File: config.mk
export PLATFORM = sky130hd
export DESIGN_NAME = ps2_key_encoder
export DESIGN_NICKNAME = d
export VERILOG_FILES = /design/src/rtl/ps2_key_encoder.sv
export SDC_FILE = /design/constraint.sdc
export NUM_CORES = 1
export LEC_CHECK = 0
export ABC_CLOCK_PERIOD_IN_PS = 6240
export CAP_MARGIN = 20
export CORE_MARGIN = 2
export CORE_UTILIZATION = 60
export CTS_BUF_LIST = sky130_fd_sc_hd__clkbuf_16
export DETAILED_ROUTE_END_ITERATION = 12
export DONT_BUFFER_PORTS = 1
export PLACE_DENSITY_LB_ADDON = 0.2
export REMOVE_ABC_BUFFERS = 1
export SLEW_MARGIN = 15
export SYNTH_ARGS = -nofsm -noshare
export SYNTH_HDL_FRONTEND = slang
export SYNTH_SLANG_ARGS = --single-unit
File: constraint.sdc
create_clock -name clk_sys -period 6.24 [get_ports clk_sys]
set_input_delay 1.248 -clock clk_sys [delete_from_list [all_inputs] [get_ports clk_sys]]
set_output_delay 1.248 -clock clk_sys [all_outputs]
set_load 0.05 [all_outputs]
File: src/rtl/ps2_key_encoder.sv
// ----------------------------------------------------------------------------
// ps2_key_encoder
//
// Turns the PS/2 set-2 scancode byte stream coming from the serial receiver
// into the 11-bit ps2_key event word {toggle, pressed, extended, code[7:0]}.
// The block handles the E0 extended prefix, the F0 break prefix and the
// eight-byte E1 Pause sequence. It drops protocol/reserved bytes and abandons
// partial sequences that stall. Bit 10 (toggle) flips once per emitted event,
// so consumers can spot new events by edge-detecting it.
//
// Parameters:
//   TIMEOUT           idle cycles allowed inside a partial sequence
//   FILTER_FAKE_SHIFT 1 = suppress extended 0x12 / 0x59 (fake shifts)
//
// Ports:
//   clk_sys     in   1  system clock, rising edge
//   reset_n     in   1  synchronous active-low reset
//   byte_valid  in   1  one-cycle strobe, byte_data holds a scancode byte
//   byte_data   in   8  received byte
//   ps2_key     out 11  {toggle, pressed, extended, code}
//   key_strobe  out  1  pulses in the cycle ps2_key updates
//   err_strobe  out  1  pulses when a byte is discarded or a sequence aborts
//   busy        out  1  high whenever the parser is not in IDLE
// ----------------------------------------------------------------------------
module ps2_key_encoder #(
    parameter int TIMEOUT           = 24000,
    parameter bit FILTER_FAKE_SHIFT = 1'b1
) (
    input  logic        clk_sys,
    input  logic        reset_n,
    input  logic        byte_valid,
    input  logic [7:0]  byte_data,
    output logic [10:0] ps2_key,
    output logic        key_strobe,
    output logic        err_strobe,
    output logic        busy
);

    localparam int CW = (TIMEOUT > 1) ? $clog2(TIMEOUT) : 1;
    localparam logic [CW-1:0] TMO_MAX = CW'(TIMEOUT - 1);

    localparam logic [7:0] PFX_EXT   = 8'hE0;
    localparam logic [7:0] PFX_BRK   = 8'hF0;
    localparam logic [7:0] PFX_PAUSE = 8'hE1;
    localparam logic [7:0] PAUSE_CODE = 8'h77;

    typedef enum logic [2:0] {
        IDLE,
        EXT,
        BRK,
        EXT_BRK,
        PAUSE
    } state_t;

    state_t        state_q, state_d;
    logic [CW-1:0] tmo_q, tmo_d;
    logic [2:0]    skip_q, skip_d;
    logic [10:0]   ps2_key_q, ps2_key_d;
    logic          key_strobe_q, key_strobe_d;
    logic          err_strobe_q, err_strobe_d;

    // Candidate event produced by the byte parser, before the fake-shift filter.
    logic          emit;
    logic          ev_pressed;
    logic          ev_extended;
    logic [7:0]    ev_code;
    logic          is_reserved;
    logic          is_fake_shift;

    assign is_reserved = byte_data inside {8'h00, 8'hFF, 8'hAA, 8'hFA, 8'hFE, 8'hEE};

    // NOTE: every signal written in this block is given a default first, so
    // no path can leave one unassigned and infer a latch.
    always_comb begin
        state_d      = state_q;
        tmo_d        = tmo_q;
        skip_d       = skip_q;
        ps2_key_d    = ps2_key_q;
        key_strobe_d = 1'b0;
        err_strobe_d = 1'b0;
        emit         = 1'b0;
        ev_pressed   = 1'b0;
        ev_extended  = 1'b0;
        ev_code      = byte_data;

        if (byte_valid) begin
            // A byte always restarts the idle timer, even in the expiry cycle.
            tmo_d = '0;
            if (is_reserved) begin
                state_d      = IDLE;
                err_strobe_d = 1'b1;
            end else begin
                unique case (state_q)
                    IDLE: begin
                        if (byte_data == PFX_EXT) begin
                            state_d = EXT;
                        end else if (byte_data == PFX_BRK) begin
                            state_d = BRK;
                        end else if (byte_data == PFX_PAUSE) begin
                            state_d = PAUSE;
                            skip_d  = 3'd7;
                        end else begin
                            emit       = 1'b1;
                            ev_pressed = 1'b1;
                        end
                    end
                    EXT: begin
                        if (byte_data == PFX_BRK) begin
                            state_d = EXT_BRK;
                        end else begin
                            state_d     = IDLE;
                            emit        = 1'b1;
                            ev_pressed  = 1'b1;
                            ev_extended = 1'b1;
                        end
                    end
                    BRK: begin
                        state_d = IDLE;
                        emit    = 1'b1;
                    end
                    EXT_BRK: begin
                        state_d     = IDLE;
                        emit        = 1'b1;
                        ev_extended = 1'b1;
                    end
                    PAUSE: begin
                        // Pause bytes (including E0/E1/F0) are only counted;
                        // the whole sequence collapses into one make event.
                        skip_d = skip_q - 3'd1;
                        if (skip_q == 3'd1) begin
                            state_d     = IDLE;
                            emit        = 1'b1;
                            ev_pressed  = 1'b1;
                            ev_extended = 1'b1;
                            ev_code     = PAUSE_CODE;
                        end
                    end
                    default: begin
                        state_d = IDLE;
                    end
                endcase
            end
        end else if (state_q != IDLE) begin
            if (tmo_q == TMO_MAX) begin
                state_d      = IDLE;
                tmo_d        = '0;
                err_strobe_d = 1'b1;
            end else begin
                tmo_d = tmo_q + 1'b1;
            end
        end

        // Fake shifts wrapped around extended keys are dropped silently: the
        // state has already returned to IDLE, there is just no event.
        is_fake_shift = FILTER_FAKE_SHIFT && ev_extended &&
                        (ev_code == 8'h12 || ev_code == 8'h59);

        if (emit && !is_fake_shift) begin
            ps2_key_d    = {~ps2_key_q[10], ev_pressed, ev_extended, ev_code};
            key_strobe_d = 1'b1;
        end
    end

    // NOTE: state registers use non-blocking assignments so every flop samples
    // the values computed before this edge, independent of statement order.
    always_ff @(posedge clk_sys) begin
        if (!reset_n) begin
            state_q      <= IDLE;
            tmo_q        <= '0;
            skip_q       <= '0;
            ps2_key_q    <= '0;
            key_strobe_q <= 1'b0;
            err_strobe_q <= 1'b0;
        end else begin
            state_q      <= state_d;
            tmo_q        <= tmo_d;
            skip_q       <= skip_d;
            ps2_key_q    <= ps2_key_d;
            key_strobe_q <= key_strobe_d;
            err_strobe_q <= err_strobe_d;
        end
    end

    assign ps2_key    = ps2_key_q;
    assign key_strobe = key_strobe_q;
    assign err_strobe = err_strobe_q;
    assign busy       = (state_q != IDLE);

endmodule

==> results.txt <==
Clk Latency, worst-skew pair: 0.28 ns
CTS buffer count: 5
GR Util All Layers: 24.4%
fin nets: 207
fraction of registers with async set/reset: 0%
LEAKAGE: 0.641 nW
WL final: 3.57 mm
post-CTS setup buffers: 0
Top FF cell, synth: dfxtp_1
PwrDens: 267 nW/um2
total area of sequential cells: 681 um2
Starting Density: 63.3%
HP Class: reg -> reg
Max Freq: 365 MHz
area of the multi-input gates: 973 um2
synthesized area per cell: 8.87 um2
CTS tree: built
cts hold-fix bufs: 0
Final ANT Viol Nets: 0
final hold viol count: 0
Fillers: 235
Slew Limit Fails: 0
Yosys warning count: 0
share of the synthesized area in the top cell type: 39.0%
Die Ht: 58.0 um
die outline area: 3360 um2
DRC: 0
antenna violations before repair: 0
Non-Filler Instances: 225
Mapped Cells: 197
drt first pass iters: 4
TNS Setup: 0 ns
CTS sink count: 34
WS Path Type: in -> reg
Via density: 6.32
worst slew margin relative to its limit: 54.6%
RSZ-0062 raised after global routing: false
row count: 19
CTS Buffer Depth: 2
endpoints failing setup: 0
share of layout cells above drive strength 1: 5.15%
Commonest cells post-synth: dfxtp_1, nor2_1, nand2_1
DR iter-0 viols: 70
Tmin final: 2.74 ns
largest area contributor in the netlist: dfxtp_1
CP endpoint kind: register
Area contributors post-synth: dfxtp_1, mux2i_1, nor2_1, xnor2_1, xor2_1
count leader, synth: dfxtp_1
die width: 58.0 um
first-pass GRT wire length: 6.10 mm
Post-synth EDFFs: 0
Max Cap Viol: 0
Post-Syn Area: 1750 um2
clock slew at reported path FFs: 0.05 ns
Max VDD drop: 304 uV
cts repair resizes: 0
post-DP HPWL: 2.47 mm
startpoint types: primary input
arrival time worst endpoint: 2.97 ns
Max FO, Critical Path: 12
I/O Buffers: 0
outcome: completed
core area: 2760 um2
sequential fraction of the synthesis area: 39.0%
diode count: 0
placed insts: 217
Clock Skews: 0.00430 ns
number of I/O pins: 25
area grow syn2layout: 6.30%
routability cong.: 0.907
synthesis-stage register bit count: 34
Final Cycle Share: 44.0%
GRT overflow: 0
H-tree levels: 2
Synth cell types: 43
vias in the first global route: 1378
WL/cell: 15.9 um
Slew @ Worst Pin: 0.681 ns
root buffer cell: clkbuf_16
total number of vias: 1422
CP required: 6.46 ns
pin count of the biggest net entering global routing: 23
==> cell usage in the layout, fill, tap and decap left out, types with 4 or more instances in the layout <==
master,instances
dfxtp_1,34
nor2_1,21
nand2_1,14
nand3_1,11
inv_1,8
mux2i_1,8
and2_1,7
xnor2_1,7
xor2_1,7
and4_1,5
a21oi_1,5
clkbuf_16,5
nor4_1,4
nand4_1,4
o221a_1,4
==> layer usage <==
metal | track usage [%] | wire, um | share of wire [%]
met1 | 26.2 | 1480 | 42
met2 | 41.6 | 1770 | 50
met3 | 9.38 | 240 | 6.7
met4 | 12.6 | 74 | 2.1
met5 | 0 | 0 | 0
==> power breakdown <==
part | leakage [nW] | switching [W] | internal (W)
sequential | 0.277 | 0.0000231 | 0.000223
combinational | 0.292 | 0.0000109 | 0.00000954
clock | 0.0724 | 0.0000851 | 0.000144
total | 0.641 | 0.000119 | 0.000377
==> flip-flops by register name (all words and copies together), names as in the netlist <==
signal and flops:
skip_q 3, err_strobe 1, ps2_key 11, key_strobe 1, state_q 3, tmo_q 15
==> kinds of logic (layout without fill, tap and decap cells) <==
group	Yosys count	in the layout	synth area share (%)
adder cells (fa/ha/maj)	3	3	2.15
AND/OR/NAND/NOR	88	88	27.7
AO/OA/AOI/OAI	31	31	13.6
multiplexers	9	9	5.23
buffers and inverters	18	15	5.30
XOR/XNOR	14	14	7.02
flip-flops	34	34	39.0
==> critical path, cell delays in order <==
cell	delay, ns
and4_1	0.23
o211ai_1	0.23
and3_1	0.45
o21a_1	0.54
o221a_1	0.27
==> cell type report <==
| cell class | instances | share of cell area [%] |
|---|---|---|
| multi-input cells | 145 | 52.4 |
| clock inverters | 3 | 0.674 |
| well taps | 31 | 2.09 |
| clock buffers | 5 | 6.74 |
| inverters | 7 | 1.42 |
| flip-flops and latches | 34 | 36.7 |
==> stage by stage <==
| stage | cell area (um2) | utilization (%) | power, W | setup WS, ns | hold slack [ns] |
|---|---|---|---|---|---|
| finish | 1860 | 67.3 | 0.000496 | 3.50 | 0.491 |
| global route | 1860 | 67.3 | 0.000511 | 3.36 | 0.529 |
| CTS | 1860 | 67.3 | 0.000501 | 3.53 | 0.491 |
| detailed placement | 1720 | 62.3 | 0.000271 | 3.24 | 0.484 |
| global placement | 1720 | 62.3 | 0.000271 | 3.31 | 0.469 |
| floorplan | 1680 | - | 0.000267 | 3.45 | 0.449 |
==> worst paths after layout <==
| path | start | cells after the start | end | slack, ns |
|---|---|---|---|---|
| worst min register to register | skip_q[2]$_SDFFE_PN0P_ | 1 | skip_q[2]$_SDFFE_PN0P_ | 0.49 |
| worst max-delay path | byte_data[5] | 5 | ps2_key[6]$_SDFFE_PN0P_ | 3.50 |
| worst min-delay path | skip_q[2]$_SDFFE_PN0P_ | 1 | skip_q[2]$_SDFFE_PN0P_ | 0.49 |
| worst max register to register | state_q[2]$_SDFFE_PN0P_ | 4 | ps2_key[6]$_SDFFE_PN0P_ | 4.21 |
(Power assumes the default switching activity.)
